[src/rtl/spi_2ph_lat_rx.sv]
// spi_2ph_lat_rx: receive endpoint for the two-phase SPI output bus.
// SCLK1, SCLK2, LAT and SPI_SI are oversampled in the CLK domain. The block
// rebuilds the master/slave shift of the analog configuration register and
// moves the shifted word into DOUT on a LAT rise.
// Optional feature macro: SPI_RX_PARITY_CHK_EN. When defined, each frame
// carries one trailing odd-parity bit, and the latch check also verifies it.
//
// Rise-event handshake: r_rise holds single-cycle event pulses, one per bus
// line. At most one event may be present in a given cycle; two or more at once
// are a protocol error. DOUT_VLD is a one-CLK pulse with no back-pressure, and
// DOUT holds its value until the next valid latch.
module spi_2ph_lat_rx #(
  parameter int DATA_WIDTH  = 16,
  parameter int SYNC_STAGES = 2,
  parameter int CNT_WIDTH   = 5
) (
  input  logic                  CLK,
  input  logic                  RST_N,
  input  logic                  SCLK1,
  input  logic                  SCLK2,
  input  logic                  LAT,
  input  logic                  SPI_SI,
  input  logic                  CLR_ERR,
  output logic [DATA_WIDTH-1:0] DOUT,
  output logic                  DOUT_VLD,
  output logic [CNT_WIDTH-1:0]  BIT_CNT,
  output logic                  BUSY,
  output logic                  FRM_ERR,
  output logic [1:0]            DBG_STATE
);

`ifdef SPI_RX_PARITY_CHK_EN
  localparam int SR_W       = DATA_WIDTH + 1;
  localparam int FRAME_BITS = DATA_WIDTH + 1;
  localparam int CNT_SAT    = DATA_WIDTH + 2;
`else
  localparam int SR_W       = DATA_WIDTH;
  localparam int FRAME_BITS = DATA_WIDTH;
  localparam int CNT_SAT    = DATA_WIDTH + 1;
`endif

  typedef enum logic [1:0] {
    S_IDLE = 2'd0,
    S_PH1  = 2'd1,
    S_PH2  = 2'd2
  } state_t;

  // Line order inside the sync bundle: {LAT, SCLK2, SCLK1, SPI_SI}.
  logic [SYNC_STAGES-1:0][3:0] r_sync;
  logic [3:0]                  r_hist;
  logic [2:0]                  r_rise;   // {LAT, SCLK2, SCLK1} rise events
  logic                        r_si;     // SPI_SI, aligned with r_rise
  logic [3:0]                  w_sync;
  logic [3:0]                  w_pins;

  state_t                      r_state;
  state_t                      w_next;
  logic                        r_master;
  logic [SR_W-1:0]             r_shift;
  logic [CNT_WIDTH-1:0]        r_cnt;
  logic [DATA_WIDTH-1:0]       r_dout;
  logic                        r_vld;
  logic                        r_err;

  logic                        w_r1;
  logic                        w_r2;
  logic                        w_rl;
  logic                        w_multi;
  logic                        w_load;
  logic                        w_shift;
  logic                        w_latch_chk;
  logic                        w_proto_err;
  logic                        w_parity_ok;
  logic                        w_latch_ok;
  logic                        w_err_any;

  assign w_pins = {LAT, SCLK2, SCLK1, SPI_SI};
  assign w_sync = r_sync[SYNC_STAGES-1];

  // Synchronizer chain, history flop, and registered rise-event detection.
  always_ff @(posedge CLK or negedge RST_N) begin
    if (!RST_N) begin
      r_sync <= '0;
      r_hist <= '0;
      r_rise <= '0;
      r_si   <= 1'b0;
    end else begin
      r_sync[0] <= w_pins;
      for (int i = 1; i < SYNC_STAGES; i++) begin
        r_sync[i] <= r_sync[i-1];
      end
      r_hist <= w_sync;
      r_rise <= w_sync[3:1] & ~r_hist[3:1];
      r_si   <= w_sync[0];
    end
  end

  assign w_r1    = r_rise[0];
  assign w_r2    = r_rise[1];
  assign w_rl    = r_rise[2];
  assign w_multi = (w_r1 & w_r2) | (w_r1 & w_rl) | (w_r2 & w_rl);

`ifdef SPI_RX_PARITY_CHK_EN
  // Odd parity: payload plus parity bit must contain an odd number of ones.
  assign w_parity_ok = ^r_shift;
`else
  assign w_parity_ok = 1'b1;
`endif

  // Next-state logic and per-cycle action strobes.
  always_comb begin
    w_next      = r_state;
    w_load      = 1'b0;
    w_shift     = 1'b0;
    w_latch_chk = 1'b0;
    w_proto_err = 1'b0;
    if (w_multi) begin
      w_proto_err = 1'b1;
      w_next      = S_IDLE;
    end else begin
      case (r_state)
        S_IDLE: begin
          if (w_r1) begin
            w_load = 1'b1;
            w_next = S_PH1;
          end else if (w_r2 || w_rl) begin
            w_proto_err = 1'b1;
            w_next      = S_IDLE;
          end
        end
        S_PH1: begin
          if (w_r2) begin
            w_shift = 1'b1;
            w_next  = S_PH2;
          end else if (w_r1 || w_rl) begin
            w_proto_err = 1'b1;
            w_next      = S_IDLE;
          end
        end
        S_PH2: begin
          if (w_r1) begin
            w_load = 1'b1;
            w_next = S_PH1;
          end else if (w_rl) begin
            w_latch_chk = 1'b1;
            w_next      = S_IDLE;
          end else if (w_r2) begin
            w_proto_err = 1'b1;
            w_next      = S_IDLE;
          end
        end
        default: w_next = S_IDLE;
      endcase
    end
  end

  assign w_latch_ok = w_latch_chk && (r_cnt == CNT_WIDTH'(FRAME_BITS)) && w_parity_ok;
  assign w_err_any  = w_proto_err | (w_latch_chk & ~w_latch_ok);

  // State register.
  always_ff @(posedge CLK or negedge RST_N) begin
    if (!RST_N) r_state <= S_IDLE;
    else        r_state <= w_next;
  end

  // Master/slave datapath, bit counter, output register and sticky error.
  always_ff @(posedge CLK or negedge RST_N) begin
    if (!RST_N) begin
      r_master <= 1'b0;
      r_shift  <= '0;
      r_cnt    <= '0;
      r_dout   <= '0;
      r_vld    <= 1'b0;
      r_err    <= 1'b0;
    end else begin
      if (w_load)  r_master <= r_si;
      if (w_shift) r_shift  <= {r_shift[SR_W-2:0], r_master};
      if (w_err_any || w_latch_chk) begin
        r_cnt <= '0;
      end else if (w_shift && (r_cnt != CNT_WIDTH'(CNT_SAT))) begin
        r_cnt <= r_cnt + 1'b1;
      end
      if (w_latch_ok) r_dout <= r_shift[SR_W-1 -: DATA_WIDTH];
      r_vld <= w_latch_ok;
      // A new error takes priority over a simultaneous clear request.
      if (w_err_any)    r_err <= 1'b1;
      else if (CLR_ERR) r_err <= 1'b0;
    end
  end

  assign DOUT      = r_dout;
  assign DOUT_VLD  = r_vld;
  assign BIT_CNT   = r_cnt;
  assign FRM_ERR   = r_err;
  assign BUSY      = (r_state != S_IDLE);
  assign DBG_STATE = r_state;

endmodule
[config.mk]
export PLATFORM = sky130hd
export DESIGN_NAME = spi_2ph_lat_rx
export DESIGN_NICKNAME = d
export VERILOG_FILES = /design/src/rtl/spi_2ph_lat_rx.sv
export SDC_FILE = /design/constraint.sdc
export NUM_CORES = 1
export LEC_CHECK = 0
export CAP_MARGIN = 20
export CELL_PAD_IN_SITES_DETAIL_PLACEMENT = 0
export CELL_PAD_IN_SITES_GLOBAL_PLACEMENT = 1
export CORE_MARGIN = 2
export CORE_UTILIZATION = 44
export CTS_CLUSTER_DIAMETER = 30
export CTS_CLUSTER_SIZE = 24
export DETAILED_ROUTE_END_ITERATION = 6
export GPL_TIMING_DRIVEN = 1
export PLACE_DENSITY = 0.83
export SETUP_SLACK_MARGIN = 0.05
export SKIP_CTS_REPAIR_TIMING = 1
export SLEW_MARGIN = 20
export SYNTH_ARGS = -nofsm -noshare
export SYNTH_HDL_FRONTEND = slang
export SYNTH_SLANG_ARGS = --single-unit
[constraint.sdc]
create_clock -name CLK -period 2.3 [get_ports CLK]
set_input_delay 0.69 -clock CLK [delete_from_list [all_inputs] [get_ports CLK]]
set_output_delay 0.69 -clock CLK [all_outputs]
set_load 0.01 [all_outputs]
* Word-level counts from Yosys, hierarchy flattened
Cells that the tools add are included.
Word-level totals: output and inout port bits 26, input bits 7, word-level logic and storage cells 72, flip-flop bits (word level) 58
Operators by class: add/subtract/negate cells 1, equality and inequality tests 7, mux-type cells 31, bitwise operators 10, reductions and logical operators 11
Operator list (count):
- 1-bit 2-to-1 mux | 19
- 2-bit 2-to-1 mux | 8
- 5-bit 2-to-1 mux | 2
- 5-bit inequality test (second input constant) | 2
- 4-bit inequality test (second input constant) | 2
- 2-bit one-hot mux with 3 select lines | 1
- 2-bit nonzero test | 3
- 5-bit by 1-bit adder with 5-bit output (second input constant) | 1
- 5-bit == test (second input constant) | 1
- 1-bit AND | 4
- 3-bit AND | 1
- 1-bit logical OR | 3
- 3-bit NOT | 1
- 1-bit bitwise OR | 3
- 1-bit one-hot mux with 3 select lines | 1
- 3-bit AND reduction | 1
- 2-bit by 1-bit == test with 1-bit output (second input constant) | 1
- 2-bit == test (second input constant) | 1
- 1-bit logical AND | 2
- 2-bit logical NOT | 1
- 2-bit OR reduction | 1
- 1-bit NOT | 1

* Longest topological paths before layout
Gate-level depths: netlist of the first run.
depth after elaboration 10, gate-level depth with buffers 6, gate-level depth less buffers 6

* Worst setup path after synthesis of the first run
No wires, ideal clock.
path kind register to register, from reg r_rise[1], to reg r_dout[10] (netlist: DOUT[10]), data required time 2175 ps, buffers on the path 1, library setup time 125 ps, cell stages (with the launch flop) 6, clock period less this slack 2074 ps, arrival time 1949 ps, slack 226 ps, cell sequence dfrtp_1 > nand2b_4 > or4b_4 > nor4_4 > buf_6 > mux2_2
On the way: longest elaborated chain between the ends 5, elaborated cells on any way between the ends 6, classes of those cells mux: 1; bitwise: 4; reduce/logical: 1
RTL lines:
- start, declared | RTL line 51 | logic [2:0] r_rise;
- start signal, assigned | RTL line 93 | r_rise <= w_sync[3:1] & ~r_hist[3:1];
- 1-bit AND | RTL line 101 | assign w_multi = (w_r1 & w_r2) | (w_r1 & w_rl) | (w_r2 & w_rl);
- 1-bit bitwise OR | RTL line 101
- 1-bit bitwise OR * | RTL line 101
- 1-bit 2-to-1 mux * | RTL line 117 | if (w_multi) begin
- 1-bit logical AND * | RTL line 157 | assign w_latch_ok = w_latch_chk && (r_cnt == CNT_WIDTH'(FRAME_BITS)) && w_parity_ok;
- net w_latch_ok | RTL line 74 | logic w_latch_ok;
- end signal, assigned | RTL line 183 | if (w_latch_ok) r_dout <= r_shift[SR_W-1 -: DATA_WIDTH];
- end, declared | RTL line 61 | logic [DATA_WIDTH-1:0] r_dout;
The timed path passes the listed nets; every way through them passes the cells marked *. A chain may end at the register's enable or synchronous reset.

* Worst setup path in the final report of the first run
from reg r_state[1] (netlist: DBG_STATE[1]), to out BUSY
On the way: longest elaborated chain between the ends 1
RTL lines:
- start, declared | RTL line 56 | state_t r_state;
- start signal, assigned | RTL line 163 | else r_state <= w_next;
- 2-bit nonzero test | RTL line 195 | assign BUSY = (r_state != S_IDLE);
- end, declared | RTL line 27 | output logic BUSY,
Every way passes these cells.

==> results.txt, run 1 <==
The total core area is 4790 µm². The post-route netlist has 32.7% of its cells at a drive strength greater than 1. The worst setup path is of the reg -> out kind. The total die area is 5580 µm². The later-pin clock latency in the skew report is 0.32 ns.

The residual overflow from global routing came out at 0. The post-route DRC violation count came out at 0. The number of filler instances in the final layout is 352. Counting every instance in the synthesized netlist gives 147. The synthesized area per cell is 15.0 µm².

The number of nets produced by synthesis is 157. The capturing element type of the critical path is an output port. The flip-flop and latch count after synthesis is 57.

The share of the Yosys chip area taken by registers is 64.9%. The placed instance area is 2620 µm². The initial antenna violation count came out at 0. The row count is 25.

VDD sags by at most 0.421 mV. The die span in x is 74.7 µm. The path with the worst hold slack has its endpoint at r_hist[0]$_DFF_PN0_. Yosys mapped the design onto 28 distinct sky130hd cell types. The area added between synthesis and finish came out at 29.7%. The worst reg-to-reg path cell count is 5. The worst path required time is 1.61 ns. The master of the slowest instance on the critical path is clkdlybuf4s50_1. The half-perimeter wire length of the detailed placement result came out at 2370 µm. The vertical die dimension is 74.7 µm.

The H-tree generated during clock tree synthesis spans 3 levels. The first-pass iteration count of the detailed router is 4. The worst setup slack for register-to-register paths is 0.31 ns. After routing, the total negative slack on setup checks comes to 0 ns. The quantity of I/O buffers inserted on ports is 32.

The pin count of the biggest net entering global routing came out at 58. The stage delay of the slowest cell on the critical path came out at 0.48 ns. The arrival time of data at the critical path endpoint is 1.50 ns.

The detailed-route vias per instance came out at 4.94. The global-route wire length before repair is 5940 µm. The final net count is 202. The max-capacitance violation count came out at 0. The number of slew-limit violations in the final report came to 0.

CTS placed an instance of clkbuf_8 at the clock tree root. The post-route antenna net violation count is 0. The transition at the pin with the smallest max-transition slack came out at 0.381 ns. The number of antenna repair diodes came out at 0. The peak clock frequency supported by timing is 457 MHz. The total track usage came out at 14.6%.

Setup repair after global routing left no endpoint under its margin. The clock transition at the registers of the reported paths is 0.06 ns. The share of the clock period used by the worst path came out at 95.2%.

Routability-driven placement finished with a final weighted congestion of 0.888. The endpoint identified for the worst register-to-register timing path is DOUT[9]$_DFFE_PN0P_. The number of ports placed on the die boundary is 33. The post-route clock skew came out at 0.00434 ns. The number of violations reported at the end of detailed-routing iteration 0 is 76. The synthesized area came out at 2200 µm². The shortest period the worst path allows came out at 2.19 ns.

The initial core utilization is 45.9%. The CTS tree is built. Summed over all cells, the static leakage comes to 1.31 nW.

The total of endpoints with negative setup slack in the final report came out at 0. Summing all non-filler instances in the final layout gives an area of 2850 µm². In this run the critical register-to-register path is launched from r_rise[1]$_DFF_PN0_. The final-report hold violation count is 0. The per-cell routed wire length came out at 13.6 µm. The number of vias after detailed routing came out at 1298. The startpoint type of the worst setup path is a register. The number of clock buffers inserted by TritonCTS came out at 9. The clock sink total is 57. The start point of the worst hold path is w_sync[0]$_DFF_PN0_.

The run finished with clean final reports. The signal on the critical path passes through or2_2 > clkdlybuf4s50_1. The relative slew slack is 74.3%. The worst hold path stage count is 0.

The power per standard cell area is 733 nW/µm². The synthesis warning total is 0. The final routed wirelength across all metal layers is 3580 µm. The class of the tightest hold or removal check is reg -> reg. The longest clock path from root to sink contains 2 buffers. The via count of the first global-routing pass was 1269.

In this run the worst path has a maximum fanout of 4.
==> cells in the mapped netlist (all sizes together) <==
cell type,number,area share (%)
inv,2,0.34
nor4b,1,0.40
nand2,2,0.34
o221ai,1,0.40
nor2b,4,1.1
or4bb,1,0.51
nor4bb,1,0.46
nand2b,6,2.0
a211oi,2,0.68
and4bb,2,1.1
or4b,1,0.63
mux2i,1,0.46
a21oi,5,1.1
dfrtp,57,65
and2b,1,0.34
nor4,1,0.97
nor3,5,1.1
nand4,2,0.57
ha,3,1.7
and3,1,0.28
nor2,7,1.2
xor2,2,0.80
mux2,33,17
buf,2,0.74
or2,1,0.28
clkbuf,3,0.51
==> where the power goes <==
part	internal [mW]	switching [mW]	total [mW]	leakage (nW)
Clock	0.550	0.351	0.901	0.102
Combinational	0.0643	0.0547	0.119	0.454
Sequential	1.04	0.0266	1.07	0.754
==> worst max-delay path by stage <==
stage / from / endpoint / depth (start not counted)
2_1_floorplan: r_rise[1]$_DFF_PN0_ / DOUT[10]$_DFFE_PN0P_ / 5
3_3_place_gp: r_rise[1]$_DFF_PN0_ / DOUT[12]$_DFFE_PN0P_ / 5
3_5_place_dp: r_rise[1]$_DFF_PN0_ / DOUT[9]$_DFFE_PN0P_ / 5
4_1_cts: DBG_STATE[1]$_DFFE_PN0P_ / BUSY / 2
5_1_grt: DBG_STATE[1]$_DFFE_PN0P_ / BUSY / 2
6_report: DBG_STATE[1]$_DFFE_PN0P_ / BUSY / 2
==> critical path: cells and delay by family, from the launching register on <==
kind / cells / cell delay, ns
AND/OR/NAND/NOR: 1 / 0.29
flip-flops: 1 / 0.42
buffers and inverters: 1 / 0.48
==> sequential cells by signal, summed over array words and instances (netlist names) <==
register   flops
w_sync         4
r_rise         3
FRM_ERR        1
r_master       1
DOUT_VLD       1
BIT_CNT        5
r_shift       16
DBG_STATE      2
DOUT          16
r_hist         4
r_sync         4
==> routing by layer <==
| metal | up-vias | track usage (%) | share of wire [%] |
|---|---|---|---|
| met5 | - | 0 | 0 |
| met4 | 0 | 8.93 | 2.2 |
| met3 | 9 | 4.69 | 4.8 |
| met2 | 27 | 21.9 | 49 |
| met1 | 656 | 18.6 | 44 |
| li1 | 606 | - | - |
==> through the flow <==
stage                     cells  setup slack [ns]  total power [mW]  hold WS [ns]  utilization, %
after detailed placement    244             0.308              1.20         0.335            54.8
final                       263             0.110              2.09         0.342            59.6
after floorplan             147             0.226              1.14         0.331               -
after CTS                   259           0.00105              2.12         0.345            58.9
after global routing        263            0.0687              2.19         0.356            59.6
after global placement      244             0.359              1.20         0.332            54.8
==> kinds of logic after synthesis <==
family | Yosys count | share of synthesized area [%]
multiplexers | 34 | 17.4
flip-flops | 57 | 64.9
adder cells (fa/ha/maj) | 3 | 1.71
XOR/XNOR | 2 | 0.797
AND/OR/NAND/NOR | 36 | 11.4
buffers and inverters | 7 | 1.59
AO/OA/AOI/OAI | 8 | 2.22
==> layout make-up <==
| cell class | count | area (µm²) | share of cell area (%) |
|---|---|---|---|
| timing repair buffer | 39 | 393 | 13.8 |
| clock inverter | 3 | 40.0 | 1.40 |
| tap | 67 | 83.8 | 2.94 |
| inverter | 2 | 7.51 | 0.263 |
| sequential | 57 | 1430 | 50.1 |
| multi-input combinational | 83 | 743 | 26.1 |
| clock buffer | 12 | 155 | 5.44 |
==> placed cells by master, fill, tap and decap left out <==
cell type        instances
nor2b_1                  4
nand2b_1                 5
nor4b_2                  1
clkinv_2                 2
mux2i_1                  1
o221ai_1                 1
buf_12                   2
nand2b_4                 1
or4bb_1                  1
mux2_2                  33
nor3_1                   5
buf_2                    1
dfrtp_1                 55
nand4_1                  2
a21oi_1                  5
nor4bb_1                 1
dfrtp_2                  2
and4bb_2                 2
a211oi_1                 2
ha_1                     3
xor2_1                   2
buf_4                    5
nand2_1                  2
nor2_1                   7
nor4_4                   1
bufinv_16                1
and2b_1                  1
or4b_4                   1
clkbuf_8                11
clkdlybuf4s50_1         31
inv_1                    2
clkbuf_1                 1
or2_2                    1
and3_1                   1
No activity file was read; power rests on OpenSTA's default activity.
==> run 2, diff against run 1 <==
--- a/config.mk
+++ b/config.mk
@@ -5,11 +5,12 @@
 export SDC_FILE = /design/constraint.sdc
 export NUM_CORES = 1
 export LEC_CHECK = 0
+export ABC_AREA = 1
 export CAP_MARGIN = 20
 export CELL_PAD_IN_SITES_DETAIL_PLACEMENT = 0
 export CELL_PAD_IN_SITES_GLOBAL_PLACEMENT = 1
 export CORE_MARGIN = 2
-export CORE_UTILIZATION = 44
+export CORE_UTILIZATION = 41
 export CTS_CLUSTER_DIAMETER = 30
 export CTS_CLUSTER_SIZE = 24
 export DETAILED_ROUTE_END_ITERATION = 6
@@ -21,3 +22,4 @@
 export SYNTH_ARGS = -nofsm -noshare
 export SYNTH_HDL_FRONTEND = slang
 export SYNTH_SLANG_ARGS = --single-unit
+export TNS_END_PERCENT = 50
==> results.txt, run 2 <==
The run finished with clean final reports. The synthesized area per cell came out at 9.86 µm². The count of buffers added on input and output ports is 32. Combinational logic is responsible for 5.6% of the overall power. During synthesis, Yosys emitted a total of 0 warnings. The layout has 531 filler cells.

The total die area came out at 6220 µm². Entering global routing, the biggest net connects 34 pins. The transition at the pin with the smallest max-transition slack came out at 0.711 ns.

The async set-reset flop share out of synthesis came out at 100%. The worst hold margin is 0.317 ns. Detailed placement ended at an HPWL of 2560 µm. Counting instances in the post-synthesis netlist gives the leading cell types as 57 x dfrtp_1, 53 x nand2_1, 33 x inv_1, 17 x nor2_1, 16 x o21ai_0. The post-route antenna net violation count came out at 0. Across the VDD grid, the largest voltage drop is 0.435 mV. The leakage power of the design came out at 1.30 nW.

The area share of the largest cell type after synthesis came out at 62.1%. Synthesis produced a netlist with a net count of 243. The share of post-route cells with drive strength above 1 is 13.0%. The proportion of power drawn by the clock network came out at 45.6%.

The max-capacitance violation count is 0. On the final layout, the worst clock skew is 0.00601 ns. The first-pass iteration count of the detailed router is 4. In this run the worst path has a maximum fanout of 5. The vertical die dimension came out at 78.9 µm. For this run, design rule violations remaining after detail routing come to 0. The setup TNS is 0 ns. Yosys attributes the largest share of cell area to dfrtp_1 62%, nand2_1 8.7%, inv_1 5.4%, o21ai_0 3.5%, o21ai_2 3.1%.

The detailed-route vias per instance is 4.57. Among all cell types in the netlist, the one instantiated most often is dfrtp_1. For this run, the total global-route usage over all layers was measured as 14.7%. The number of ports placed on the die boundary came out at 33. The number of synthesized flops with an enable pin is 0.

The share of synthesized cell area in and, or, nand and nor gates came out at 17.5%. The share of synthesized area spent on multiplexers came out at 0.490%. The synthesized area came out at 2300 µm². The peak clock frequency supported by timing came out at 468 MHz. The number of violations reported at the end of detailed-routing iteration 0 is 76. The initial core utilization is 42.0%. The final-report hold violation count is 0. The worst path required time is 1.61 ns. Summed over all layers, the global routing overflow is 0. The sequential cell fraction of total power came out at 48.8%. The most common flop cell mapped by yosys is dfrtp_1. The launching instance or port of the critical path is DBG_STATE[1]$_DFFE_PN0P_.

The final net count is 281. The arrival time of data at the critical path endpoint came out at 1.45 ns. From left edge to right edge, the die measures 78.9 µm. The capturing element type of the critical path is an output port. The cell-internal power is 1.70 mW. The share of the clock period used by the worst path came out at 92.9%. The number of clock buffers inserted by TritonCTS is 9. The total of endpoints with negative setup slack in the final report came out at 0. The worst path needs 2.14 ns of the cycle, external delays included. The post-synthesis adder-cell area fraction came out at 1.63%. The congestion estimate from routability-driven global placement came to 0.778.

Measured against its own limit, the worst slew margin works out to 52.5%. The row count is 27. Setup repair after global routing left no endpoint under its margin.

The launch instance of the worst register-to-register path is r_rise[0]$_DFF_PN0_. The number of slew-limit violations in the final report came out at 0. The detailed router placed 1592 vias in this run.

The global-route wire length before repair is 6910 µm. The flip-flop and latch count after synthesis came out at 57. The library cell used most frequently in the layout, excluding fill and tap cells, is dfrtp_1.

The via count of the first global-routing pass came to 1568. The worst hold path belongs to the class in -> async. The clock sink total is 57. After clock tree synthesis, the clock-pin slew on the worst setup and hold paths is 0.06 ns.

The CTS H-tree depth is 3. The final routed wirelength across all metal layers came out at 3930 µm. At the later pin of the worst-skew pair, clock insertion delay measures 0.33 ns.

The critical path is of the reg -> out type. The total core area is 5470 µm². The number of antenna diodes in the final layout is 0. The library cells used most frequently in the layout, excluding fill and tap cells, are 57 x dfrtp_1, 53 x nand2_1, 33 x inv_1.

The worst-case clock buffer depth came out at 2. At the end of the flow the core is filled with cells to 52.6%. Net switching is 22.4% of the power. Sequential cells were found to cover 62.1% of the synthesized design area. After synthesis, the largest family of logic cells by area is simple AND/OR/NAND/NOR gates. The number of distinct library cell variants in the gate-level netlist after synthesis came out at 24. TritonCTS built the clock tree.

The dominant cell type by area after synthesis is dfrtp_1. The startpoint type of the worst setup path is a register. In this run the power density over the cells is 759 nW/µm². The fraction of synthesized cell area in xor and xnor cells came out at 0%. The compound-cell area share of the yosys netlist is 9.69%.

The cell count after synthesis is 233. The total power is 2.18 mW. The initial antenna violation count came out at 0. The area added between synthesis and finish came out at 25.3%.

In this run the clock root is driven by a clkbuf_8. The per-cell routed wire length is 11.3 µm. The net switching power came out at 0.488 mW.
[run 2: cell types whose count changed after synthesis, sizes merged, moves of 5 or more]
cell    delta
buf        +5
inv       +32
mux2      -32
nand2     +52
nand2b     -6
nand3     +14
nor2      +13
o21ai     +32
[run 2: stage by stage]
step / setup slack (ns) / area, µm² / std cells
2_1_floorplan: 0.968 / 2300 / 233
3_3_place_gp: 0.492 / 2670 / 332
3_5_place_dp: 0.473 / 2670 / 332
4_1_cts: 0.143 / 2880 / 348
5_1_grt: 0.0865 / 2880 / 348
6_report: 0.164 / 2880 / 348
[run 2: kinds of logic (layout without fill, tap and decap cells)]
group                      count (synthesis)  after routing
AOI/OAI and AO/OA                         37             37
adders and majority gates                  3              3
buffers and inverters                     42             85
DFF                                       57             57
muxes                                      1              1
and+or+nand+nor                           93             93
[run 2: power by group through the flow]
stage	combinational, mW	sequential [mW]	clock, mW
2_1_floorplan	0.0599	1.08	0
3_3_place_gp	0.125	1.08	0
3_5_place_dp	0.127	1.08	0
4_1_cts	0.127	1.07	1.02
5_1_grt	0.141	1.07	1.07
6_report	0.123	1.07	0.996
[run 2: worst max-delay path, stage by stage, from the launching register on]
cell             delay [ns]
dfrtp_1                0.43
nor2_1                 0.16
inv_1                  0.05
clkdlybuf4s50_1        0.47
[run 2: final cells by class]
class | instances | area (µm²) | share of cell area [%]
tap | 72 | 90.1 | 3.13
sequential | 57 | 1430 | 49.5
inverter | 34 | 128 | 4.43
clock inverter | 6 | 82.6 | 2.87
clock buffer | 10 | 128 | 4.43
multi-input combinational | 134 | 674 | 23.4
timing repair buffer | 35 | 350 | 12.2
[run 2: final timing paths]
kind | end | slack (ns) | cells after the start
setup / recovery | BUSY | 0.16 | 3
hold / removal | DOUT[6]$_DFFE_PN0P_ | 0.32 | 1
setup reg to reg | DOUT[6]$_DFFE_PN0P_ | 0.45 | 6
hold reg to reg | w_sync[3]$_DFF_PN0_ | 0.35 | 0
max in group asynchronous | r_hist[3]$_DFF_PN0_ | 1.47 | 2
min in group CLK | w_sync[3]$_DFF_PN0_ | 0.35 | 0
[run 2: per-layer routing]
| metal | up-vias | part of all wire [%] | GRT usage, % |
|---|---|---|---|
| met3 | 6 | 3.2 | 5.80 |
| met2 | 31 | 44 | 22.5 |
| met5 | - | 0 | 0 |
| met4 | 0 | 1.4 | 6.72 |
| met1 | 740 | 51 | 18.4 |
| li1 | 815 | - | - |
==> run 3, diff against run 2 <==
==> constraint.sdc (replaced) <==
create_clock -name CLK -period 2.26 [get_ports CLK]
set_input_delay 0.678 -clock CLK [delete_from_list [all_inputs] [get_ports CLK]]
set_output_delay 0.678 -clock CLK [all_outputs]
set_load 0.01 [all_outputs]
==> results.txt, run 3 (synthesis gave the netlist of run 2 again) <==
The cell-internal power is 1.73 mW. The area added between synthesis and finish is 25.4%. Measured against its own limit, the worst slew margin works out to 53.9%. The leakage power of the design is 1.30 nW. In this run the remaining antenna-violating nets after routing total 0. The later-pin clock latency in the skew report is 0.33 ns.

The transition at the pin with the smallest max-transition slack is 0.691 ns. The worst setup path is launched from a register. The arrival time of data at the critical path endpoint is 1.42 ns. The worst ir drop on vdd came out at 0.407 mV.

In the global route stage, met1 resource usage came out at 18.6%. The pin count of the biggest net entering global routing is 34. The flow ran to the end, and the final reports show no timing, DRC or antenna violations.

The filler cells instantiated in the layout total 533. The number of violations reported at the end of detailed-routing iteration 0 is 37. The final-report hold violation count was 0. Leaving out filler cells and counting taps, the final layout contains 348. For the worst setup path, the data required time is 1.58 ns.

The worst setup path category is reg -> out. The per-cell routed wire length came out at 11.2 µm. The number of clock buffers inserted by TritonCTS came out at 9.

Dividing total power by cell area gives a power density of 770 nW/µm². The clock net in this run drives a total of 57 sinks. The total of endpoints with negative setup slack in the final report is 0. The number of antenna repair diodes came out at 0. The share of post-route cells with drive strength above 1 came out at 13.4%. The analysis attributes to net switching a power of 0.492 mW.

Setup repair after global routing left no endpoint under its margin. The switching share of power came out at 22.2%. Port buffering added 32 buffers. In the global route stage, met3 resource usage came out at 6.48%. Leaving out fill and tap cells, the most frequent cell in the layout is dfrtp_1. The peak clock frequency supported by timing came out at 476 MHz. The share of total power dissipated in combinational logic is 5.7%. In this run the worst hold path is classified as in -> async. The first global-routing pass estimated 6970 µm of wire. The total core area is 5470 µm². The number of cells in the design after placement came out at 332.

The initial core utilization is 42.0%. The busiest layer in global routing is met2. The initial antenna violation count is 0.

Wires add up to 3900 µm. The share of the clock period used by the worst path is 92.9%. The post-route DRC violation count is 0. The vertical die dimension is 78.9 µm.

The die is 78.9 µm wide. The total die area came out at 6220 µm². The cell sitting at the root of the clock tree is a clkbuf_8. The placer's final routability congestion estimate came out at 0.778. The clock passes through at most 2 buffers.

The number of vias after detailed routing came out at 1591. The number of ports placed on the die boundary came out at 33. The first TritonRoute pass finished after 4 iterations. The clock transition at the registers of the reported paths is 0.06 ns. The top fanout value on the critical path is 5. Across the run, the number of max-cap violations was 0. Setup slack on the critical path of the routed design comes to 0.160 ns. The number of slew-limit violations in the final report is 0. Counting I/O delays and the setup requirement, the final critical path takes 2.10 ns. The proportion of power drawn by the clock network is 45.4%. The residual overflow from global routing came out at 0. The met2 demand-to-capacity share in global routing is 22.8%.

The pre-CTS worst setup slack is 0.450 ns. The via count of the first global-routing pass is 1566. The post-route clock skew is 0.00422 ns.

After legalization and detailed placement, the total HPWL measured 2580 µm. STA classifies the critical path endpoint as an output port. In the layout the commonest cells are 57 x dfrtp_1, 53 x nand2_1, 33 x inv_1. The sequential cell fraction of total power came out at 48.9%. The total track usage is 15.0%.

The clock tree synthesis step divided the H-tree into 3 levels. TritonCTS built the clock tree. The setup TNS came out at 0 ns. The initialized floorplan defines 27 standard-cell rows. The final net count came out at 281. The detailed-route vias per instance came out at 4.57.
==> run 3: final cells by class <==
type | instances | area, µm² | area share [%]
clock inverters | 6 | 82.6 | 2.87
flip-flops and latches | 57 | 1430 | 49.5
well taps | 72 | 90.1 | 3.13
multi-input cells | 134 | 677 | 23.5
repair buffers | 35 | 350 | 12.2
clock buffers | 10 | 128 | 4.43
inverters | 34 | 128 | 4.43
==> run 3: power by group through the flow <==
stage	sequential, mW	combinational (mW)	clock [mW]
floorplan	1.10	0.0609	0
global placement	1.10	0.128	0
detailed placement	1.10	0.128	0
CTS	1.08	0.129	1.04
global route	1.09	0.144	1.09
finish	1.09	0.126	1.01
==> run 3: per-stage QoR <==
step	utilization, %	power [mW]	cell area, µm²	hold slack (ns)
2_1_floorplan	-	1.16	2300	0.331
3_3_place_gp	48.8	1.23	2670	0.332
3_5_place_dp	48.8	1.23	2670	0.339
4_1_cts	52.6	2.25	2880	0.303
5_1_grt	52.7	2.32	2880	0.310
6_report	52.7	2.22	2880	0.297
==> run 3: path summary, 6_finish.rpt <==
path	startpoint	to	slack [ns]	cells after the start
worst max-delay path	DBG_STATE[1]$_DFFE_PN0P_	BUSY	0.16	3
worst min-delay path	RST_N	DOUT[5]$_DFFE_PN0P_	0.30	1
worst max register to register	r_rise[0]$_DFF_PN0_	DOUT[6]$_DFFE_PN0P_	0.45	6
worst min register to register	r_sync[3]$_DFF_PN0_	w_sync[3]$_DFF_PN0_	0.35	0
max in group asynchronous	RST_N	r_hist[2]$_DFF_PN0_	1.45	2
min in group CLK	r_sync[3]$_DFF_PN0_	w_sync[3]$_DFF_PN0_	0.35	0
==> run 3: worst max-delay path, stage by stage, from the launching register on <==
cell and delay, ns:
dfrtp_1 0.43, nor2_2 0.15, inv_1 0.05, clkdlybuf4s50_1 0.47
==> run 3: per-layer routing <==
metal  wire length (µm)  up-vias
met5                  0        -
met4                 30        0
li1                   -      810
met3                193        5
met1               1880      742
met2               1800       34
